<file path="src/rtl/proc_control_fsm.sv">
// Multicycle control unit: steps T0..T3 per instruction, decoding IR into the
// one-hot shared-bus select, datapath load enables and ALU operation.
module proc_control_fsm #(
  parameter int SEL_W   = 13,
  parameter int NREG    = 8,
  parameter int ALUOP_W = 3
) (
  input  logic               Clock,
  input  logic               Resetn,
  input  logic               Run,
  input  logic [15:0]        IR,
  output logic [SEL_W-1:0]   bus_sel,
  output logic               ir_in,
  output logic [NREG-1:0]    r_in,
  output logic               a_in,
  output logic               g_in,
  output logic               h_in,
  output logic               i_in,
  output logic               j_in,
  output logic [ALUOP_W-1:0] alu_op,
  output logic               busy,
  output logic               done,
  output logic               illegal
);

  typedef enum logic [1:0] {T0, T1, T2, T3} tstep_t;

  localparam logic [3:0] SEL_G   = 4'd8;
  localparam logic [3:0] SEL_H   = 4'd9;
  localparam logic [3:0] SEL_I   = 4'd10;
  localparam logic [3:0] SEL_J   = 4'd11;
  localparam logic [3:0] SEL_DIN = 4'd12;

  tstep_t               r_tstep;
  tstep_t               w_nextStep;
  logic [3:0]           w_opcode;
  logic [2:0]           w_x;
  logic [2:0]           w_y;
  logic                 w_isAlu;
  logic [ALUOP_W-1:0]   w_aluOp;
  logic [3:0]           w_resSel;
  logic [3:0]           w_loadGhij;
  logic                 w_unusedIrBits;

  assign w_opcode       = IR[15:12];
  assign w_x            = IR[11:9];
  assign w_y            = IR[8:6];
  assign w_isAlu        = (w_opcode >= 4'd2) && (w_opcode <= 4'd6);
  assign w_unusedIrBits = ^IR[5:0];

  always_ff @(posedge Clock) begin
    if (!Resetn) r_tstep <= T0;
    else         r_tstep <= w_nextStep;
  end

  // MV, MVI and undefined opcodes finish in T1; ALU ops run through T3.
  always_comb begin
    w_nextStep = T0;
    unique case (r_tstep)
      T0: w_nextStep = Run ? T1 : T0;
      T1: w_nextStep = w_isAlu ? T2 : T0;
      T2: w_nextStep = w_isAlu ? T3 : T0;
      T3: w_nextStep = T0;
    endcase
  end

  // Each ALU op owns one result register: its load enable in T2 and its bus source in T3.
  always_comb begin
    w_aluOp    = '0;
    w_resSel   = SEL_G;
    w_loadGhij = 4'b0000;
    case (w_opcode)
      4'd2: begin w_aluOp = ALUOP_W'(0); w_resSel = SEL_G; w_loadGhij = 4'b1000; end
      4'd3: begin w_aluOp = ALUOP_W'(1); w_resSel = SEL_G; w_loadGhij = 4'b1000; end
      4'd4: begin w_aluOp = ALUOP_W'(2); w_resSel = SEL_H; w_loadGhij = 4'b0100; end
      4'd5: begin w_aluOp = ALUOP_W'(3); w_resSel = SEL_I; w_loadGhij = 4'b0010; end
      4'd6: begin w_aluOp = ALUOP_W'(4); w_resSel = SEL_J; w_loadGhij = 4'b0001; end
      default: ;
    endcase
  end

  always_comb begin
    bus_sel = '0;
    ir_in   = 1'b0;
    r_in    = '0;
    a_in    = 1'b0;
    g_in    = 1'b0;
    h_in    = 1'b0;
    i_in    = 1'b0;
    j_in    = 1'b0;
    alu_op  = '0;
    busy    = 1'b0;
    done    = 1'b0;
    illegal = 1'b0;
    // Gating on Resetn keeps every enable off at the reset edge, even mid-instruction.
    if (Resetn) begin
      unique case (r_tstep)
        T0: ir_in = Run;
        T1: begin
          busy = 1'b1;
          if (w_opcode == 4'd0) begin
            bus_sel[w_y] = 1'b1;
            r_in[w_x]    = 1'b1;
            done         = 1'b1;
          end else if (w_opcode == 4'd1) begin
            bus_sel[SEL_DIN] = 1'b1;
            r_in[w_x]        = 1'b1;
            done             = 1'b1;
          end else if (w_isAlu) begin
            bus_sel[w_x] = 1'b1;
            a_in         = 1'b1;
          end else begin
            done    = 1'b1;
            illegal = 1'b1;
          end
        end
        T2: begin
          busy = 1'b1;
          if (w_isAlu) begin
            bus_sel[w_y]              = 1'b1;
            alu_op                    = w_aluOp;
            {g_in, h_in, i_in, j_in} = w_loadGhij;
          end
        end
        T3: begin
          busy = 1'b1;
          if (w_isAlu) begin
            bus_sel[w_resSel] = 1'b1;
            r_in[w_x]         = 1'b1;
            done              = 1'b1;
          end
        end
      endcase
    end
  end

endmodule

</file>
<file path="config.mk">
export PLATFORM = sky130hd
export DESIGN_NAME = proc_control_fsm
export DESIGN_NICKNAME = d
export VERILOG_FILES = /design/src/rtl/proc_control_fsm.sv
export SDC_FILE = /design/constraint.sdc
export NUM_CORES = 1
export LEC_CHECK = 0
export BUFFER_PORTS_ARGS = -buffer_cell sky130_fd_sc_hd__buf_4
export CAP_MARGIN = 15
export CORE_MARGIN = 2
export CORE_UTILIZATION = 41
export CTS_BUF_LIST = sky130_fd_sc_hd__clkbuf_8
export DETAILED_ROUTE_END_ITERATION = 8
export HOLD_SLACK_MARGIN = 0.05
export PLACE_DENSITY = 0.93
export SYNTH_ARGS = -nofsm -noshare
export SYNTH_HDL_FRONTEND = slang
export SYNTH_SLANG_ARGS = --single-unit
</file>
<file path="constraint.sdc">
create_clock -name Clock -period 2.9 [get_ports Clock]
set_input_delay 0.145 -clock Clock [delete_from_list [all_inputs] [get_ports Clock]]
set_output_delay 0.145 -clock Clock [all_outputs]
set_load 0.1 [all_outputs]
</file>
* Word-level counts from Yosys, hierarchy flattened
Cells that the tools add are included.
** Cells by class
- Reduce and logical (&&, ||, !) cells :: 9
- Equality and inequality tests :: 9
- Order comparisons :: 9
- Mux-type cells :: 61
** Operator list (number)
- $mux W8 :: 7
- $mux W13 :: 3
- $pmux W13 S3 :: 1
- $mux W1 :: 35
- $pmux W4 S4 :: 1
- $pmux W8 S2 :: 1
- $eq A4 B3 Y1 const B :: 3
- $pmux W3 S4 :: 1
- $lt A3 B5 Y1 const B :: 2
- $demux W1 S3 :: 3
- $mux W3 :: 3
- $eq A4 B2 Y1 const B :: 2
- $pmux W2 S4 :: 1
- $ge A3 B1 Y1 const B :: 2
- $pmux W2 S3 :: 1
- $logic_and A1 B1 Y1 :: 5
- $lt A4 B5 Y1 const B :: 1
- $demux W1 S4 :: 1
- $eq A2 B2 Y1 const B :: 2
- $eq A4 B1 Y1 const B :: 1
- $ge A4 B1 Y1 const B :: 1
- $ge A4 B2 Y1 const B :: 1
- $le A4 B3 Y1 const B :: 1
- $logic_not A4 Y1 :: 1
- 7 further kinds :: 8
** Word-level totals
- Input port bits :: 19
- Output and inout bits :: 33
- Register bits :: 2
- Logic and storage cells :: 89

* Logic depth before layout (Yosys ltp)
Gate-level depths: netlist of run 1.
- Depth in word-level cells :: 9
- Mapped depth :: 5
- Depth with buffers taken out :: 3

* Worst setup path before layout of run 1
No wires, ideal clock.
- Path kind :: register to output
- From :: register r_tstep[0]
- To :: output port alu_op[2]
- Path slack :: -1.537 ns
- Stages on the path, launching flop included :: 5
- Buffers on the path :: 2
- Arrival :: 4.292 ns
- Data required time :: 2.755 ns
- Cells stage by stage :: dfxtp_1 clkbuf_1 nand3b_1 nor4_1 buf_4
** Between the ends
- Word-level cells in the longest chain between the ends :: 3
** Ends and longest elaborated chain
- start, declared :: RTL line 34 : tstep_t r_tstep;
- start signal, assigned :: RTL line 53 : else r_tstep <= w_nextStep;
- $eq A2 B2 Y1 :: RTL line 97 : unique case (r_tstep)
- $mux W3 :: RTL line 97
- $mux W3 :: RTL line 96 : if (Resetn) begin
- end, declared :: RTL line 20 : output logic [ALUOP_W-1:0] alu_op,
Every way passes these cells.

* Final worst setup path of run 1
- From :: register r_tstep[1]
- To :: output port r_in[5]
** Between the ends
- Word-level cells in the longest chain between the ends :: 3
- Elaborated cells between the ends (all ways) :: 4
- Classes of those cells :: eq/ne: 2; mux: 2
** Ends and longest elaborated chain
- $eq A2 B2 Y1 / $eq A2 B1 Y1 (equally long branches) :: RTL line 97
- $pmux W8 S2 (*) :: RTL line 97
- $mux W8 (*) :: RTL line 96
- end, declared :: RTL line 14 : output logic [NREG-1:0] r_in,
Every way passes the cells marked *; elsewhere a longest branch is shown, timed or not.

==> results.txt, run 1 <==
run status -> finished, final reports clean
CP required -> 2.76 ns
placed instance area -> 1006 um2
clock tree sinks -> 2
Antenna Violating Nets Remaining -> 0
vias in the first global route -> 807
Die H -> 41.99 um
register with the most flip-flops -> r_tstep
Slowest-stage cell, CP -> dfxtp_1
setup bufs post-CTS -> 0
via count -> 876
antenna violations before repair -> 0
crit-path cells -> nand3_1 -> nand3b_1 -> a211oi_2 -> buf_4
post-synth cell types -> 32
die area -> 1763 um2
synth cell count leaders -> a211oi_1, nor2_1, nand2_1
Detailed Route WL -> 2191 um
CTS Hold Buffers Added -> 0
Mapped Nets -> 108
worst-case clock buffer depth -> 2
final hold violation count -> 0
Die W -> 41.99 um
sequential area share after synthesis -> 0.06765
layout cells sized above 1 -> 0.5669
CTS buffer count -> 3
Skew-Pair Late Insertion Delay -> 0.21 ns
DRC Markers -> 0
Largest register FFs -> 2
1st-iter DRT viols -> 23
post-route setup TNS -> 0 ns
PnR worst setup slack -> 0.4988 ns
first-pass GRT wire length -> 3615 um
IO Pins -> 52
Setup Viol. Count Final -> 0
critical path data arrival time -> 2.26 ns
CP Capture Type -> output pin
Post-CTS Resized -> 0
Max stage delay on crit path -> 0.59 ns
post-synth top area share -> 0.1015
clock root buffer master -> clkbuf_8
crit-path max FO -> 14
Max IR drop VDD -> 0.0003005 V
Synth Flop Type -> dfxtp_1
Synth Register Bits -> 2
post-synthesis cell area -> 591.8 um2
Hold Path Class -> input pin to register
Core Footprint -> 1318 um2
final instance area -> 1047 um2
Critical Path Start -> r_tstep[1]
hold_ws -> 0.4089 ns
Tot GR Track Use -> 0.2569
Largest regs -> r_tstep (2)
Via density -> 6.169
hold_sp -> Run
dpl ws -> 0.7786 ns
drt pass-1 iters -> 4
worst reg2reg path startpoint -> r_tstep[1]
# rows -> 13
Fillers -> 92
CTS tree -> built
synth-to-layout area growth -> 76.95%
pin count of the biggest net entering global routing -> 17
synth top area cells -> a211oi_1, o32ai_1, dfxtp_1
Clk pin slew, worst setup/hold paths -> 0.03 ns
Rel. slew slack -> 0.6753
max_cap viols -> 0
leading area contributor after synthesis -> a211oi_1
RSZ-0062 raised after global routing -> no
Syn Inst Count -> 89
fmax -> 416.5 MHz
leak pwr -> 0.4045 nW
min Tclk post-route -> 2.401 ns
max-slew violation count -> 0
Power Dens Cells -> 230.8 nW/um2
Mapped Avg Cell Area -> 6.650 um2
IO Port Bufs -> 45
routability cong. -> 0.7939
fin crit share -> 0.8280
Clock Skews -> 0.002710 ns
Worst Setup Start Kind -> register
DP HPWL -> 1671 um
Final #Nets -> 148
grt ovf -> 0
n_diodes -> 0
Setup CP Type -> register to output pin
ys async rst share -> 0
H-tree Lvls -> 1
Routed wire per std cell -> 15.43 um
Yosys warning count -> 0
number of enable flip-flop cells after synthesis -> 0
Worst-Margin Slew -> 0.4857 ns
Starting Density -> 0.4492
layout make-up:
| type | count | area (um2) | share of cell area |
|---|---|---|---|
| clock buffers | 3 | 41.29 | 0.03943 |
| inverters | 2 | 7.507 | 0.007168 |
| multi-input cells | 75 | 601.8 | 0.5747 |
| flip-flops and latches | 2 | 40.04 | 0.03823 |
| well taps | 15 | 18.77 | 0.01792 |
| repair buffers | 45 | 337.8 | 0.3226 |
cell usage in the layout (no fill, tap or decap), types with 3 or more instances in the layout:
cell type / n
nand2_1: 7
or4b_1: 3
nand3_1: 5
buf_4: 45
nand2b_1: 6
clkbuf_8: 3
a211oi_2: 8
o32ai_2: 5
nor2_1: 8
nand3b_1: 3
critical path: cells and delay by family, from the launching register on:
family,cells,cell delay (ns)
AND/OR/NAND/NOR,2,0.76
flip-flops,1,0.59
AO/OA/AOI/OAI,1,0.36
buffers and inverters,1,0.33
cell families after synthesis:
kind of cell           after synthesis  synth area share
AO/OA/AOI/OAI                       23            0.2981
XOR/XNOR                             1           0.01480
buffers and inverters               12            0.1057
flip-flops                           2           0.06766
AND/OR/NAND/NOR                     51            0.5137
routing by layer:
layer	track usage	routed length [um]	up-vias
met5	0	0	-
met1	0.3170	925	420
met3	0.04741	128	0
met2	0.4156	1137	34
li1	-	-	422
met4	0.1419	0	0
power by group:
group / switching, mW / leakage (nW) / internal [mW]
logic: 0.0665 / 0.367 / 0.0317
registers: 0.00378 / 0.0164 / 0.0291
clock network: 0.0228 / 0.0216 / 0.0879
total: 0.0931 / 0.404 / 0.149
worst paths after layout:
kind	endpoint	slack, ns	depth (start not counted)
max	r_in[5]	0.50	4
min	r_tstep[0]	0.41	3
max reg2reg	r_tstep[0]	1.68	2
min reg2reg	r_tstep[1]	0.61	1
metrics by stage:
step	power, mW	instances	util
2_1_floorplan	0.1041	89	-
3_3_place_gp	0.1264	139	0.7635
4_1_cts	0.2436	142	0.7949
5_1_grt	0.2518	142	0.7949
6_report	0.2417	142	0.7949
3_5_place_dp	0.1301	139	0.7635
Note: power is estimated with default switching activity, not from simulation.
==> run 2: changes to the inputs <==
--- a/config.mk
+++ b/config.mk
@@ -8,11 +8,11 @@
 export BUFFER_PORTS_ARGS = -buffer_cell sky130_fd_sc_hd__buf_4
 export CAP_MARGIN = 15
 export CORE_MARGIN = 2
-export CORE_UTILIZATION = 41
+export CORE_UTILIZATION = 38
 export CTS_BUF_LIST = sky130_fd_sc_hd__clkbuf_8
 export DETAILED_ROUTE_END_ITERATION = 8
 export HOLD_SLACK_MARGIN = 0.05
-export PLACE_DENSITY = 0.93
+export PLACE_DENSITY = 0.88
 export SYNTH_ARGS = -nofsm -noshare
 export SYNTH_HDL_FRONTEND = slang
 export SYNTH_SLANG_ARGS = --single-unit
==> constraint.sdc (replaced) <==
create_clock -name Clock -period 2.5 [get_ports Clock]
set_input_delay 0.125 -clock Clock [delete_from_list [all_inputs] [get_ports Clock]]
set_output_delay 0.125 -clock Clock [all_outputs]
set_load 0.1 [all_outputs]
==> results.txt, run 2 (synthesized netlist as in run 1, its figures left out) <==
grt met1 use -> 0.3166 (was 0.3170)
RSZ-0062 raised after global routing -> no (unchanged)
clock root buffer master -> clkbuf_8 (unchanged)
FF/Latch Area -> 41.29 um2 (was 40.04 um2)
clock share of power -> 0.455 (was 0.458)
Max IR drop VDD -> 0.0002331 V (was 0.0003005 V)
drt pass-1 iters -> 5 (was 4)
Detailed Route WL -> 2124 um (was 2191 um)
combinational fraction of design power -> 0.406 (about the same)
Fillers -> 131 (was 92)
grt ovf -> 0 (unchanged)
run status -> finished, final reports clean (unchanged)
sequential share of power -> 0.139 (was 0.136)
max-slew violation count -> 0 (unchanged)
# rows -> 14 (was 13)
Rel. slew slack -> 0.6353 (was 0.6753)
Power Dens Cells -> 273.0 nW/um2 (was 230.8 nW/um2)
Final #Nets -> 148 (unchanged)
n_diodes -> 0 (unchanged)
die area -> 1889 um2 (was 1763 um2)
placed instance area -> 980.9 um2 (was 1006 um2)
Setup CP Type -> register to output pin (unchanged)
grt peak-use layer -> met2 (unchanged)
first-pass GRT wire length -> 3650 um (was 3615 um)
CTS tree -> built (unchanged)
vias in the first global route -> 791 (was 807)
CTS Hold Buffers Added -> 0 (unchanged)
internal power -> 0.1729 mW (was 0.1486 mW)
crit-path max FO -> 12 (was 14)
Switch Pwr -> 0.1066 mW (was 0.09312 mW)
IO Pins -> 52 (unchanged)
final hold violation count -> 0 (unchanged)
most common cell after layout, fill and taps aside -> buf_4 (unchanged)
pin count of the biggest net entering global routing -> 17 (unchanged)
DRC Markers -> 0 (unchanged)
1st-iter DRT viols -> 21 (was 23)
PnR worst setup slack -> 0.2267 ns (was 0.4988 ns)
Starting Density -> 0.3975 (was 0.4492)
fin crit share -> 0.9093
number of placed instances, taps included -> 140 (was 139)
Pwr Total -> 0.2795 mW (was 0.2417 mW)
register with the most flip-flops -> r_tstep (unchanged)
routability cong. -> 0.7908 (was 0.7939)
Sw Share -> 0.3813 (was 0.3853)
post-route setup TNS -> 0 ns (unchanged)
min Tclk post-route -> 2.273 ns
fmax -> 439.9 MHz
Die W -> 43.47 um (was 41.99 um)
Setup Viol. Count Final -> 0 (unchanged)
synth-to-layout area growth -> 72.94% (was 76.95%)
met3 Use GR -> 0.02500 (was 0.04741)
commonest non-fill, non-tap cells in the layout -> buf_4, nor2_1, a211oi_1 (was buf_4, nor2_1, a211oi_2)
max_cap viols -> 0 (unchanged)
Largest regs -> r_tstep (2) (unchanged)
Tot GR Track Use -> 0.2472 (was 0.2569)
critical path data arrival time -> 2.15 ns (was 2.26 ns)
Worst-Margin Slew -> 0.5455 ns (was 0.4857 ns)
via count -> 885 (was 876)
antenna violations before repair -> 0 (unchanged)
Via density -> 6.189 (was 6.169)
worst-case clock buffer depth -> 2 (unchanged)
R2R Setup Slk -> 1.24 ns (was 1.68 ns)
H-tree Lvls -> 1 (unchanged)
Die H -> 43.47 um (was 41.99 um)
final instance area -> 1023 um2 (was 1047 um2)
Clock Skews -> 0.0005586 ns (was 0.002710 ns)
DP HPWL -> 1658 um (was 1671 um)
leak pwr -> 0.4094 nW (was 0.4045 nW)
Skew-Pair Late Insertion Delay -> 0.21 ns (about the same)
Core Footprint -> 1489 um2 (was 1318 um2)
clock tree sinks -> 2 (unchanged)
CP Capture Type -> output pin (unchanged)
Hold Path Class -> input pin to register (unchanged)
Worst Setup Start Kind -> register (unchanged)
CP required -> 2.38 ns (was 2.76 ns)
Routed wire per std cell -> 14.85 um (was 15.43 um)
IO Port Bufs -> 45 (unchanged)
Largest register FFs -> 2 (unchanged)
Antenna Violating Nets Remaining -> 0 (unchanged)
layout cells sized above 1 -> 0.5039 (was 0.5669)
met2 Resource Use GR -> 0.4358 (was 0.4156)
Clk pin slew, worst setup/hold paths -> 0.03 ns (about the same)
Finished Layout Cells -> 143 (was 142)
CTS buffer count -> 3 (unchanged)
dpl ws -> 0.4192 ns (was 0.7786 ns)
Multi-input gate area -> 575.6 um2 (was 601.8 um2)
run 2: worst paths after layout:
path | endpoint | startpoint | depth (start not counted)
setup / recovery | r_in[6] | r_tstep[0] | 4
hold / removal | r_tstep[0] | Run | 3
setup reg to reg | r_tstep[0] | r_tstep[0] | 2
hold reg to reg | r_tstep[1] | r_tstep[1] | 1
run 2: what timing repair did:
item,CTS,global route
resized for setup,0,1
endpoints found under the setup margin,0,2
setup buffers,0,0
run 2: metrics by stage:
step | hold WS (ns) | utilization
2_1_floorplan | 0.5713 | -
3_3_place_gp | 0.5925 | 0.6588
3_5_place_dp | 0.6111 | 0.6588
4_1_cts | 0.4091 | 0.6866
5_1_grt | 0.4038 | 0.6874
6_report | 0.4048 | 0.6874
run 2: layout make-up:
cell class                 count  area share
multi-input combinational     75      0.5623
timing repair buffer          45      0.3301
sequential                     2     0.04034
clock buffer                   3     0.04034
tap                           16     0.01956
inverter                       2    0.007335
run 2: layer usage:
metal / vias up / share of wire
li1: 425 / -
met1: 412 / 0.39
met2: 46 / 0.52
met5: - / 0
met4: 0 / 0.0089
met3: 2 / 0.078
run 2: power groups by stage:
stage               Sequential, mW  Combinational [mW]  Clock [mW]
floorplan                   0.0349              0.0868           0
global placement            0.0385               0.109           0
detailed placement          0.0387               0.113           0
CTS                         0.0385               0.113       0.127
global route                0.0392               0.122       0.135
finish                      0.0387               0.113       0.127
run 2: critical path: stages (launching register included):
cell      delay, ns
dfxtp_1        0.52
nand2_1        0.12
or4b_1         0.66
a211oi_1       0.29
buf_4          0.33
